**src/rtl/seq_gates_pipe_pkg.sv**
```systemverilog
`default_nettype none
// +----------------------------------------------------------------------+
// | Module      : seq_gates_pipe_pkg                                     |
// | Description : Shared types and the bitwise word-reduction function   |
// |               used by the seq_gates_pipe datapath.                   |
// | Revision    : 1.0 - initial release                                  |
// +----------------------------------------------------------------------+
package seq_gates_pipe_pkg;

  typedef enum logic [1:0] {
    OP_AND  = 2'b00,
    OP_OR   = 2'b01,
    OP_XOR  = 2'b10,
    OP_NAND = 2'b11
  } op_e;

  // Upper bounds on the operand shape the reduction function can handle.
  localparam int MAX_NBITS   = 64;
  localparam int MAX_NINPUTS = 16;
  localparam int MAX_WORDS_W = MAX_NBITS * MAX_NINPUTS;

  // Reduces the first 'ninputs' words (each 'nbits' wide, word i at bit
  // i*nbits) of a zero-padded vector. Bits above 'nbits' in the result are 0.
  function automatic logic [MAX_NBITS-1:0] reduce_words(
    input op_e                    op,
    input logic [MAX_WORDS_W-1:0] words,
    input int                     nbits,
    input int                     ninputs
  );
    logic [MAX_NBITS-1:0] mask;
    logic [MAX_NBITS-1:0] w;
    logic [MAX_NBITS-1:0] acc_and;
    logic [MAX_NBITS-1:0] acc_or;
    logic [MAX_NBITS-1:0] acc_xor;
    logic [MAX_NBITS-1:0] res;
    mask    = (nbits >= MAX_NBITS) ? '1
            : ((MAX_NBITS'(1) << nbits) - MAX_NBITS'(1));
    acc_and = mask;
    acc_or  = '0;
    acc_xor = '0;
    for (int i = 0; i < MAX_NINPUTS; i++) begin
      if (i < ninputs) begin
        w       = MAX_NBITS'(words >> (i * nbits)) & mask;
        acc_and = acc_and & w;
        acc_or  = acc_or | w;
        acc_xor = acc_xor ^ w;
      end
    end
    case (op)
      OP_AND:  res = acc_and;
      OP_OR:   res = acc_or;
      OP_XOR:  res = acc_xor;
      default: res = ~acc_and & mask;
    endcase
    return res;
  endfunction

endpackage : seq_gates_pipe_pkg
`default_nettype wire

```
**src/rtl/seq_gates_pipe_stage.sv**
```systemverilog
`default_nettype none
// +----------------------------------------------------------------------+
// | Module      : seq_gates_pipe_stage                                   |
// | Description : One bubble-collapsing valid/ready register slice       |
// |               carrying a data word and a captured reduction op.      |
// | Revision    : 1.0 - initial release                                  |
// +----------------------------------------------------------------------+
module seq_gates_pipe_stage
  import seq_gates_pipe_pkg::*;
#(
  parameter int W = 16
) (
  input  logic         clk,
  input  logic         reset,
  input  logic         up_val_i,
  output logic         up_rdy_o,
  input  logic [W-1:0] up_data_i,
  input  op_e          up_op_i,
  output logic         dn_val_o,
  input  logic         dn_rdy_i,
  output logic [W-1:0] dn_data_o,
  output op_e          dn_op_o
);

  logic         valid_q, valid_d;
  logic [W-1:0] data_q,  data_d;
  op_e          op_q,    op_d;

  // An empty slot always accepts; a full one accepts only while it drains.
  assign up_rdy_o  = !valid_q || dn_rdy_i;
  assign dn_val_o  = valid_q;
  assign dn_data_o = data_q;
  assign dn_op_o   = op_q;

  // Next state: reload on an open slot, otherwise hold everything.
  always_comb begin
    valid_d = valid_q;
    data_d  = data_q;
    op_d    = op_q;
    if (up_rdy_o) begin
      valid_d = up_val_i;
      if (up_val_i) begin
        data_d = up_data_i;
        op_d   = up_op_i;
      end
    end
  end

  // State register; reset drops any held transaction and clears payload.
  always_ff @(posedge clk) begin
    if (reset) begin
      valid_q <= 1'b0;
      data_q  <= '0;
      op_q    <= OP_AND;
    end else begin
      valid_q <= valid_d;
      data_q  <= data_d;
      op_q    <= op_d;
    end
  end

endmodule : seq_gates_pipe_stage
`default_nettype wire

```
**src/rtl/seq_gates_pipe.sv**
```systemverilog
`default_nettype none
// +----------------------------------------------------------------------+
// | Module      : seq_gates_pipe                                         |
// | Description : DEPTH-stage valid/ready pipeline reducing NINPUTS      |
// |               words with a per-transaction AND/OR/XOR/NAND op.       |
// |               Define SEQ_GATES_PIPE_PARITY_EN to add out_par_o.      |
// | Revision    : 1.0 - initial release                                  |
// +----------------------------------------------------------------------+
module seq_gates_pipe
  import seq_gates_pipe_pkg::*;
#(
  parameter int NBITS   = 8,
  parameter int NINPUTS = 2,
  parameter int DEPTH   = 2
) (
  input  logic                       clk,
  input  logic                       reset,
  input  logic                       in_val_i,
  output logic                       in_rdy_o,
  input  logic [NINPUTS*NBITS-1:0]   in_i,
  input  logic [1:0]                 op_i,
  output logic                       out_val_o,
  input  logic                       out_rdy_i,
  output logic [NBITS-1:0]           out_o
`ifdef SEQ_GATES_PIPE_PARITY_EN
  ,
  output logic                       out_par_o
`endif
);

  localparam int W = NINPUTS * NBITS;

  // Index k is the upstream side of stage k; index DEPTH is the output side.
  logic         w_val  [DEPTH+1];
  logic         w_rdy  [DEPTH+1];
  logic [W-1:0] w_data [DEPTH+1];
  op_e          w_op   [DEPTH+1];

  assign w_val[0]     = in_val_i;
  assign w_data[0]    = in_i;
  assign w_op[0]      = op_e'(op_i);
  assign in_rdy_o     = w_rdy[0];
  assign w_rdy[DEPTH] = out_rdy_i;

  generate
    for (genvar k = 0; k < DEPTH; k++) begin : g_stage
      seq_gates_pipe_stage #(
        .W (W)
      ) u_stage (
        .clk       (clk),
        .reset     (reset),
        .up_val_i  (w_val[k]),
        .up_rdy_o  (w_rdy[k]),
        .up_data_i (w_data[k]),
        .up_op_i   (w_op[k]),
        .dn_val_o  (w_val[k+1]),
        .dn_rdy_i  (w_rdy[k+1]),
        .dn_data_o (w_data[k+1]),
        .dn_op_o   (w_op[k+1])
      );
    end
  endgenerate

  logic [MAX_WORDS_W-1:0] w_words;
  logic [NBITS-1:0]       w_result;

  // Zero-pad the last-stage words to the reduction function's operand width.
  always_comb begin
    w_words        = '0;
    w_words[W-1:0] = w_data[DEPTH];
  end

  // Result depends only on last-stage registers, never on in_i.
  assign w_result  = NBITS'(reduce_words(w_op[DEPTH], w_words, NBITS, NINPUTS));
  assign out_val_o = w_val[DEPTH];
  assign out_o     = w_val[DEPTH] ? w_result : '0;

`ifdef SEQ_GATES_PIPE_PARITY_EN
  // out_o is already forced to zero when idle, so parity follows suit.
  assign out_par_o = ^out_o;
`endif

endmodule : seq_gates_pipe
`default_nettype wire

```
**config.mk**
```make
export PLATFORM = sky130hd
export DESIGN_NAME = seq_gates_pipe
export DESIGN_NICKNAME = d
export VERILOG_FILES = /design/src/rtl/seq_gates_pipe_pkg.sv /design/src/rtl/seq_gates_pipe_stage.sv /design/src/rtl/seq_gates_pipe.sv
export SDC_FILE = /design/constraint.sdc
export NUM_CORES = 1
export LEC_CHECK = 0
export ABC_AREA = 1
export CAP_MARGIN = 20
export CORE_ASPECT_RATIO = 0.6
export CORE_MARGIN = 1
export CORE_UTILIZATION = 43
export CTS_BUF_LIST = sky130_fd_sc_hd__clkbuf_8
export CTS_CLUSTER_SIZE = 30
export DETAILED_ROUTE_END_ITERATION = 10
export PLACE_DENSITY = 0.68
export SLEW_MARGIN = 0
export SYNTH_ARGS = -nofsm -noshare
export SYNTH_HDL_FRONTEND = slang
export SYNTH_SLANG_ARGS = --single-unit
```
**constraint.sdc**
```tcl
create_clock -name clk -period 1.61 [get_ports clk]
set_input_delay 0.4025 -clock clk [delete_from_list [all_inputs] [get_ports clk]]
set_output_delay 0.4025 -clock clk [all_outputs]
set_load 0.005 [all_outputs]
```
After elaboration in Yosys (flattened, before gate mapping) --
Index checks and enable logic that the tools add are counted.
Cells by class: eq/ne operators 2, mux-type cells 2, bitwise gates (word level) 4, reductions and logical operators 7
Operator list (count):
- $pmux 8 s3 | 1
- $and 8x8->8 | 1
- $mux 8 | 1
- $not 8->8 | 1
- $or 8x8->8 | 1
- $xor 8x8->8 | 1
- $reduce_and 2->1 | 2
- $eq 2x1->1 const B | 1
- $eq 2x2->1 const B | 1
- $logic_not 1->1 | 2
- $logic_not 2->1 | 1
- $logic_or 1x1->1 | 2
Storage, ports and cells: word-level logic and storage cells 21, bits in registers 38, output and inout port bits 10, input port bits 22

Depth between registers and ports, before layout --
Gate-level depths: netlist of the first run.
depth after elaboration 4, depth in mapped cells 7, mapped depth without buffers 7

Modules after synthesis --
Synthesis of the first run repeated with hierarchy kept, for this count alone.
Unflattened totals: cell total of the unflattened synthesis 365, area total of the unflattened synthesis 2443.6 µm²
Modules (own cells, without submodules):
- seq_gates_pipe_stage | instances 2, area an instance 898.4 µm², cells each 123, seq. area each 380.4 µm²
- seq_gates_pipe | instances 1, area an instance 646.9 µm², cells each 119, seq. area each 0.0 µm²

Worst setup path after synthesis of the first run --
No wires, ideal clock.
path type flip-flop to output port, from register g_stage[1].u_stage.data_q[0], to output port out_o[0], required time 1.207 ns, path buffers 0, data arrival time 0.935 ns, cell stages (with the launch flop) 7, setup slack 0.273 ns, cell sequence dfxtp_1 > inv_1 > ha_1 > o21ai_0 > nand3_1 > nand2_1 > inv_1
On the way: cells in the longest elaborated chain, start to end 4, elaborated cells on any way between the ends 6, those cells by class mux: 2; bitwise: 4
Ends and longest elaborated chain:
- start, declared | line seq_gates_pipe_stage.sv:26 | logic [W-1:0] data_q, data_d;
- start signal, assigned | line seq_gates_pipe_stage.sv:57 | data_q <= data_d;
- $and 8x8->8 | line seq_gates_pipe_pkg.sv:44 | acc_and = acc_and & w;
- $not 8->8 | line seq_gates_pipe_pkg.sv:53 | default: res = ~acc_and & mask;
- $pmux 8 s3 (*) | line seq_gates_pipe_pkg.sv:49 | case (op)
- $mux 8 (*) | line seq_gates_pipe.sv:76 | assign out_o = w_val[DEPTH] ? w_result : '0;
- end, declared | line seq_gates_pipe.sv:24 | output logic [NBITS-1:0] out_o
Every way passes the cells marked *; elsewhere a longest branch is shown, timed or not.

Worst setup path in the final report of the first run --
from register g_stage[1].u_stage.data_q[4], to output port out_o[4]
The elaborated chain is that of the path after synthesis.

==> impl_results.md, run 1 <==
* Clk slew on worst S/H paths at roughly 80 ps
* Final worst slack at -102 ps
* Fraction of layout instances using a drive strength above 1 at 31.0%
* R2R Path End: g_stage[0].u_stage.dn_data_o[13]$_SDFFE_PP0P_
* Critical path class: flop to output port
* Syn Nets at 380
* DRT Wirelength at roughly 5300 um
* CP max stage cell: dfxtp_2
* Root buffer cell: clkbuf_8
* Commonest cells post-synth: nor2_1, inv_1, nand2_1
* PortBufs at 31
* Critical Path Source Type: flop
* Dominant cell by count in the synthesized netlist: nor2_1
* Min cycle time layout at ~1700 ps
* Worst skew pair latency at between 200 and 300 ps
* RSZ-0062 raised after global routing: yes
* Worst r2r src: g_stage[1].u_stage.dn_val_o$_SDFFE_PP0P_
* Critical Path Start: g_stage[1].u_stage.dn_data_o[4]$_SDFFE_PP0P_
* CTS tree: yes
* Pwr per Cell Area at just over 800 nW/um2
* Global routing's busiest layer: met2
* Worst-path fanout max at 2
* Initial Utilization at a little under half
* Slew HR at approximately 77%
* Clock Sinks at 38
* Final hold viol count at 0
* Worst Tran Pin Value at 349 ps
* Chip height at around 58 um
* Core Area at around 4800 um2
* DPL Wire Length at ~3500 um
* Ys async rst share at 0%
* Initial antenna violation count at 0
* Initial DRT Pass Iterations at 4
* # setup viols final at 8
* R2r worst-path depth at 7
* Syn-to-layout area delta at 40.7%
* DIE AREA at approximately 5500 um2
* Antenna diodes at 0
* CTS H-tree depth at 2
* P_leak at around 0.0016 uW
* Detailed Route Iter0 Violations at 87
* Failing checks: setup timing
* CP cell instances: inv_2, ha_4, nand2_2, nand3_2, nor2_2, nor2_1, buf_2
* Post-synthesis sequential area ratio at approximately 34%
* Crit path to: out_o[4]
* Vias in the first global route at ~2000
* GP Congestion at ~0.74
* VDD IR max at between 0.4 and 0.5 mV
* Residual DRC at 0
* Via count at roughly 2200
* CTS Buf Count at 5
* Global-route wire length before repair at roughly 8600 um
* Netlist cell types at 20
* ANT nets after route at 0
* WL per Instance at between 10 and 15 um
* FF-to-FF setup slack at 170 ps
* Max-Cap Viols at 0
* Worst Skew at about 8 ps
* FILL cells at approximately 450
* Syn Std Cell Area at 2250 um2
* Post-Layout Cell Count at approximately 460
* Syn. warnings at 0
* M2 GR Usage at 33.8%
* Cell count after synthesis at 342
* Drt via density at 4.78
* Final period utilization at 106%
* M1 GR Usage at 25.6%
* Post-Place Worst Slack at -290 ps
* Hold Path Class: flop to flop
* Synth top area cells: dfxtp_1, nor2_1, inv_1
* Slowest stage delay, CP at about 340 ps
* Longest Clk Path Bufs at 2
* Yosys top cell area share at 33.8%
* Met3 Use GR at under 10%
* Cells after DPL at roughly 430
* Overall Global Routing Usage at around 20%
* Gr ovfl total at 0
* Largest net degree at the start of global routing at 38
* Mean Syn Cell Area at approximately 6.6 um2
* Status: finished with violations
* CP required at between 1000 and 1500 ps
* Synth Flop Type: dfxtp_1
* Worst Path Arrival at approximately 1300 ps
* Fmax achieved at 0.584 GHz
* Number of flops mapped to enable cells by yosys at 0
* Cell taking the most area after synthesis: dfxtp_1
* Total Nets Final at 431
* Slew Limit Fails at 0
* Die extent in x at about 95 um
* FP Rows at 19
* Synth Register Bits at 38
* Ports at 32
* Setup crit end kind: output port
==> layout make-up <==
cell class	count	area, um2	share of cell area (%)
clock inverters	2	60.1	1.89
inverters	61	231	7.30
well taps	63	78.8	2.49
flip-flops and latches	38	787	24.8
repair buffers	64	587	18.5
multi-input cells	223	1340	42.4
clock buffers	6	82.6	2.61
==> kinds of logic after synthesis <==
| family | after synthesis | synth area share (%) |
|---|---|---|
| flops | 38 | 33.8 |
| buf+inv | 81 | 15.4 |
| simple gates | 178 | 34.9 |
| compound gates | 29 | 6.94 |
| fa+ha+maj | 16 | 8.89 |
==> registers in the layout (all words and copies together), names as in the netlist <==
register	flops
g_stage.u_stage.dn_op_o	4
g_stage.u_stage.dn_data_o	32
g_stage.u_stage.dn_val_o	2
==> through the flow <==
stage	cell area, um2	TNS [ps]	hold slack, ps	power (uW)	utilization, %
6_report	3170	-672	481	2630	66.0
3_3_place_gp	2740	-3280	458	1510	57.0
4_1_cts	3070	-904	483	2610	63.8
2_1_floorplan	2250	0	443	1350	-
3_5_place_dp	2740	-3540	465	1520	57.0
5_1_grt	3170	-1380	500	2770	66.0
==> cells in the final DEF, fill, tap and decap left out, types with 3 or more instances in the layout <==
cell type and instances:
a21oi_1 20, buf_12 6, buf_2 9, buf_4 27, clkbuf_8 6, clkdlybuf4s50_1 21
dfxtp_1 19, dfxtp_2 18, ha_2 5, ha_4 11, inv_1 40, inv_2 19
nand2_1 56, nand2_2 3, nand3_1 34, nand3_2 3, nand3b_1 18, nor2_1 59
nor2_2 5, o21ai_0 3, o21ai_2 5
==> layer usage <==
layer / wire (um) / up-vias
met5: 0 / -
li1: - / 1148
met4: 19 / 0
met3: 229 / 2
met2: 2460 / 38
met1: 2620 / 997
==> critical path, delay by kind of cell (launching register included) <==
kind | cells | cell delay (ps)
AND/OR/NAND/NOR | 4 | 280
adder cells (fa/ha/maj) | 1 | 230
buffers and inverters | 2 | 170
flip-flops | 1 | 340
==> worst min path at each step <==
stage,from,to,slack [ps],cells past startpoint
floorplan,g_stage[0].u_stage.dn_data_o[10]$_SDFFE_PP0P_,g_stage[0].u_stage.dn_data_o[10]$_SDFFE_PP0P_,440,2
global placement,g_stage[0].u_stage.dn_data_o[10]$_SDFFE_PP0P_,g_stage[0].u_stage.dn_data_o[10]$_SDFFE_PP0P_,460,2
detailed placement,g_stage[0].u_stage.dn_data_o[10]$_SDFFE_PP0P_,g_stage[0].u_stage.dn_data_o[10]$_SDFFE_PP0P_,460,2
CTS,g_stage[0].u_stage.dn_data_o[10]$_SDFFE_PP0P_,g_stage[0].u_stage.dn_data_o[10]$_SDFFE_PP0P_,480,2
global route,g_stage[0].u_stage.dn_data_o[10]$_SDFFE_PP0P_,g_stage[0].u_stage.dn_data_o[10]$_SDFFE_PP0P_,500,2
finish,g_stage[0].u_stage.dn_data_o[10]$_SDFFE_PP0P_,g_stage[0].u_stage.dn_data_o[10]$_SDFFE_PP0P_,480,2
==> report_power, final <==
group	switching, uW	internal [uW]
logic	277	286
registers	46.4	1010
clock network	343	661
==> timing repair <==
| item | 4_1_cts | 5_1_grt |
|---|---|---|
| buffers inserted | 14 | 1 |
| pin swaps | 33 | 29 |
| gates resized for setup | 85 | 28 |
| hold buffers | 0 | 0 |
| endpoints found under the setup margin | 10 | 8 |
No activity file was read; power rests on OpenSTA's default activity.
==> run 2: changes to the inputs <==
Settings changed: SLEW_MARGIN 0 to 15, SYNTH_HIERARCHICAL set to 1.
==> run 2 against run 1 <==
The run still ends with setup timing left. Worst setup slack improved by 17 ps. Via count rose by 5.6%. Final cell count rose by 5.5%. Synthesized area rose by 8.5%. Global-route usage fell by 1.4 points. Routed wire length fell by 3.1%. First-iteration DRC count fell by 13%. Power fell by 15%. Utilization fell by 4.8 points. Count of clock-buffer cells in the layout fell by 1. Clock skew fell by 3.2 ps. Sequential power barely moved. Critical path type unchanged. Largest cell class unchanged. Largest power group unchanged.
==> impl_results.md, run 2 <==
* Status: finished with violations
* Failing checks: setup timing
* Final period utilization at 105%
* CP required at 1210 ps
* VDD IR max at about 0.41 mV
* Min cycle time layout at 1690 ps
* P_leak at 0.00164 uW
* Family with the most delay on the worst path: flip-flops
* Synth Flop Type: dfxtp_1
* Final worst slack at -84.6 ps
* Slew Limit Fails at 0
* Largest net degree at the start of global routing at 38
* Synth top area cells: dfxtp_1, inv_1, nand3_1
* Overall Global Routing Usage at a little under a fifth
* Ports at 32
* Via count at 2308
* Most frequent cells in the layout: inv_1, nand2_1, nand3_1, nor2_1, buf_4
* Setup crit end kind: output port
* Detailed Route Iter0 Violations at 76
* Gr ovfl total at 0
* CTS tree: yes
* CP bufs+invs at 3
* Worst skew pair latency at just under 300 ps
* CTS H-tree depth at 2
* Die extent in x at approximately 100 um
* Synth Register Bits at 38
* Longest Clk Path Bufs at 2
* Mean Syn Cell Area at between 6 and 7 um2
* CTS Buf Count at 5
* Clock Sinks at 38
* Yosys top cell area share at roughly 31%
* Slew HR at a little under three quarters
* WL per Instance at roughly 11 um
* Final hold viol count at 0
* DIE AREA at roughly 6000 um2
* Residual DRC at 0
* Core Area at ~5300 um2
* Post-synthesis sequential area ratio at 31.1%
* Fraction of layout instances using a drive strength above 1 at between 30% and 40%
* Initial antenna violation count at 0
* Syn Nets at slightly above 400
* Worst Skew at ~4.6 ps
* Syn-to-layout area delta at 31.5%
* Critical path class: flop to output port
* PortBufs at 31
* Max-Cap Viols at 0
* Clk slew on worst S/H paths at approximately 70 ps
* Worst Tran Pin Value at 420 ps
* Number of flops mapped to enable cells by yosys at 0
* Post-Place Worst Slack at -346 ps
* Comb power frac at between 20% and 30%
* Root buffer cell: clkbuf_8
* Slowest stage delay, CP at ~340 ps
* Syn Std Cell Area at roughly 2400 um2
* CP max stage cell: dfxtp_2
* Max reg flops at 32
* Total Nets Final at approximately 450
* Seq pwr share at approximately 47%
* Antenna diodes at 0
* RSZ-0062 raised after global routing: yes
* Initial Utilization at between 40% and 50%
* DPL Wire Length at between 3000 and 4000 um
* Pwr per Cell Area at between 600 and 700 nW/um2
* Initial DRT Pass Iterations at 4
* FP Rows at 20
* Cell count after synthesis at between 300 and 400
* # setup viols final at 8
* GP Congestion at 0.777
* Chip height at approximately 60 um
* Cell taking the most area after synthesis: dfxtp_1
* Commonest cells post-synth: inv_1, nand2_1, nand3_1
* CTS hold repair buffers at 0
* Critical Path Source Type: flop
* Post-Layout Cell Count at around 480
* Global-route wire length before repair at about 8800 um
* Total negative slack at -596 ps
* ANT nets after route at 0
* Internal at between 1500 and 2000 uW
* Switching Share at ~29%
* CP cell instances: inv_2, ha_4, o21ai_2, nand3_2, nand2_1, inv_1, buf_2
* Syn. warnings at 6
* Dominant cell by count in the synthesized netlist: inv_1
* Placed Area at 2890 um2
* Worst Path Arrival at 1290 ps
* Commonest non-fill, non-tap cell in the layout: inv_1
* Fmax achieved at 0.590 GHz
* Vias in the first global route at roughly 2100
* DRT Wirelength at roughly 5200 um
* Ys async rst share at 0%
* Psw at 655 uW
* Clk pwr share at ~27%
* Final Cell Area at about 3200 um2
* Drt via density at between 4 and 5
* Hold Path Class: flop to flop
* Worst-path fanout max at 2
* Netlist cell types at 16
* Cells after DPL at around 470
==> run 2: kinds of logic after synthesis <==
logic type,count (synthesis),synth area share (%)
adder cells (fa/ha/maj),16,8.19
AO/OA/AOI/OAI,46,11.9
AND/OR/NAND/NOR,159,27.8
buffers and inverters,106,21.0
flip-flops,38,31.1
==> run 2: through the flow <==
step	hold WS (ps)	utilization [%]	power, uW
2_1_floorplan	452	-	1380
3_3_place_gp	467	54.9	1540
3_5_place_dp	473	54.9	1560
4_1_cts	491	59.2	2240
5_1_grt	506	61.2	2380
6_report	486	61.2	2240
==> run 2: repair_timing <==
item                       4_1_cts  5_1_grt
pin swaps                       33       25
setup endpoints to repair       10        8
setup buffers                    6        0
gates resized for setup         89       28
==> run 2: worst register-to-register path, delay by kind of cell, from the launching register on <==
family / cells / cell delay, ps
buf+inv: 3 / 540
flops: 1 / 340
simple gates: 5 / 380
==> run 2: final timing paths <==
path         slack [ps]                                          start                                            end  cells past startpoint
max                 -80  g_stage[1].u_stage/dn_data_o[14]$_SDFFE_PP0P_                                       out_o[6]                      7
min                 490  g_stage[0].u_stage/dn_data_o[15]$_SDFFE_PP0P_  g_stage[0].u_stage/dn_data_o[15]$_SDFFE_PP0P_                      2
max reg2reg         260       g_stage[1].u_stage/dn_val_o$_SDFFE_PP0P_   g_stage[0].u_stage/dn_data_o[4]$_SDFFE_PP0P_                      8
min reg2reg         490  g_stage[0].u_stage/dn_data_o[15]$_SDFFE_PP0P_  g_stage[0].u_stage/dn_data_o[15]$_SDFFE_PP0P_                      2
==> run 2: layout make-up <==
class,instances,area [um2]
Fill cell,499,2040
Multi-Input combinational cell,221,1380
Sequential cell,38,790
Timing Repair Buffer,67,578
Inverter,83,312
Tap cell,66,82.6
Clock buffer,5,68.8
Clock inverter,2,7.51
==> run 2: power by group through the flow <==
stage | Combinational (uW) | Clock, uW | Sequential (uW)
global placement | 470 | 0 | 1070
floorplan | 315 | 0 | 1070
CTS | 547 | 633 | 1060
detailed placement | 485 | 0 | 1070
finish | 569 | 609 | 1060
global route | 642 | 668 | 1070
==> run 2: routing by layer <==
metal | GRT usage (%) | vias to the layer above | wire length (um)
met2 | 34.1 | 15 | 2470
li1 | - | 1210 | -
met5 | 0 | - | 0
met3 | 4.26 | 6 | 123
met4 | 6.09 | 0 | 52
met1 | 22.2 | 1077 | 2510
==> run 3: changes to the inputs <==
Settings changed: REMOVE_ABC_BUFFERS set to 1.
==> run 3 against run 2 <==
The flow still finishes with violations (setup timing). Combinational power grew 2%. Power is essentially flat. Clock power shrank 1%. Critical path depth is the same. Fmax shrank 1.5%. Sequential power is essentially flat. Clock skew is essentially flat. Count of clock-buffer cells in the layout is the same. Non-clock buffer count shrank 2. Highest routed layer unchanged.
==> impl_results.md, run 3 (same netlist as run 2, synthesis figures left out) <==
* Initial Utilization at about 47%
* DRT Wirelength at 5590 um
* CTS H-tree depth at 2
* CP cell instances: inv_2, ha_4, o21ai_2, nand3_1, nand2_1, inv_1, buf_2
* Longest Clk Path Bufs at 2
* CTS hold repair buffers at 0
* Met3 Use GR at 4.49%
* Min cycle time layout at about 1700 ps
* WL per Instance at between 10 and 15 um
* # setup viols final at 8
* GP Congestion at about 0.73
* Total power at between 2000 and 2500 uW
* Worst Tran Pin Value at 420 ps
* Pwr per Cell Area at about 690 nW/um2
* Initial antenna violation count at 0
* Commonest non-fill, non-tap cell in the layout: inv_1
* Die extent in x at 99.3 um
* Gr ovfl total at 0
* Critical Path Stages at 7
* Status: finished with violations
* Via count at between 2000 and 2500
* CTS Buf Count at 5
* Final worst slack at -110 ps
* Global routing's busiest layer: met2
* FP Rows at 20
* Final period utilization at 107%
* Chip height at a little over 60 um
* Overall Global Routing Usage at approximately a fifth
* Slew Limit Fails at 0
* CTS tree: yes
* Worst Path Arrival at 1320 ps
* Worst hold stages at 2
* Global-route wire length before repair at 9060 um
* Residual DRC at 0
* Hold_ws at roughly 480 ps
* Critical Path Source Type: flop
* Family with the most delay on the worst path: flip-flops
* Root buffer cell: clkbuf_8
* Worst-path fanout max at 2
* DPL Wire Length at ~3600 um
* Most frequent cells in the layout: inv_1, nand2_1, nand3_1, nor2_1, buf_4
* CP max stage cell: dfxtp_2
* Failing checks: setup timing
* Fmax achieved at around 0.58 GHz
* ANT nets after route at 0
* RSZ-0062 raised after global routing: yes
* Detailed Route Iter0 Violations at 79
* Post-Place Worst Slack at -417 ps
* Total Nets Final at around 450
* M1 GR Usage at a little over a fifth
* Antenna diodes at 0
* Final hold viol count at 0
* Total negative slack at -666 ps
* Syn-to-layout area delta at 32.8%
* Largest net degree at the start of global routing at 38
* Hold Path Class: flop to flop
* Slowest stage delay, CP at approximately 340 ps
* Slew HR at 72.0%
* CP bufs+invs at 3
* PortBufs at 31
* Setup crit end kind: output port
* Ports at 32
* Clock Sinks at 38
* Core Area at 5260 um2
* Worst skew pair latency at about 280 ps
* Placed Area at around 2900 um2
* CP required at roughly 1200 ps
* Clk slew on worst S/H paths at roughly 70 ps
* DIE AREA at around 6000 um2
* FILL cells at between 400 and 500
* M2 GR Usage at a little under two fifths
* Critical path class: flop to output port
* Worst Skew at about 4.6 ps
* Max reg flops at 32
* Fraction of layout instances using a drive strength above 1 at ~31%
* VDD IR max at 0.552 mV
* Final Cell Area at approximately 3200 um2
* Drt via density at 4.85
* Initial DRT Pass Iterations at 4
* R2r worst-path depth at 5
* Max-Cap Viols at 0
* Vias in the first global route at ~2200
* P_leak at approximately 0.0016 uW
[run 3: changes by cell type in the layout (fill, tap and decap cells not counted), sizes merged]
cell	delta
buf	-3
clkbuf	+1
clkdlybuf4s50	-1
dlymetal6s2s	+1
[run 3: metrics by stage]
stage	util (%)	cells
6_report	61.7	480
5_1_grt	61.7	480
4_1_cts	59.1	479
3_5_place_dp	54.6	467
3_3_place_gp	54.6	467
2_1_floorplan	-	342
[run 3: worst paths after layout]
kind                                            startpoint                                            end  slack (ps)
max          g_stage[1].u_stage/dn_data_o[14]$_SDFFE_PP0P_                                       out_o[6]        -110
min          g_stage[0].u_stage/dn_data_o[13]$_SDFFE_PP0P_  g_stage[0].u_stage/dn_data_o[13]$_SDFFE_PP0P_         480
max reg2reg       g_stage[1].u_stage/dn_val_o$_SDFFE_PP0P_   g_stage[1].u_stage/dn_data_o[8]$_SDFFE_PP0P_         420
min reg2reg  g_stage[0].u_stage/dn_data_o[13]$_SDFFE_PP0P_  g_stage[0].u_stage/dn_data_o[13]$_SDFFE_PP0P_         480
[run 3: power breakdown]
part | total [uW] | internal (uW) | leakage (uW) | switching (uW)
Clock | 600 | 286 | 0.0000466 | 315
Sequential | 1060 | 1020 | 0.000322 | 47.0
Combinational | 579 | 284 | 0.00128 | 294
Total | 2240 | 1590 | 0.00165 | 656
[run 3: final cells by class]
class,instances,area (um2),share of cell area [%]
inverter,83,312,9.60
multi-input combinational,221,1400,43.2
timing repair buffer,65,588,18.1
clock inverter,2,7.51,0.231
sequential,38,785,24.2
tap,66,82.6,2.55
clock buffer,5,68.8,2.12
[run 3: worst register-to-register path: cells and delay by family, from the launching register on]
kind                   cells  cell delay (ps)
DFF                        1              340
and+or+nand+nor            4              370
buffers and inverters      1              370
[run 3: metal layers]
metal / vias up / routed length, um
li1: 1204 / -
met1: 1097 / 2580
met2: 25 / 2810
met3: 4 / 184
met4: 0 / 17
met5: - / 0
[run 3: repair_timing]
item / in CTS / in global routing
pin swaps: 32 / 22
buffers inserted: 5 / 0
resized for setup: 91 / 31
cloned: 0 / 1
endpoints found under the setup margin: 10 / 11
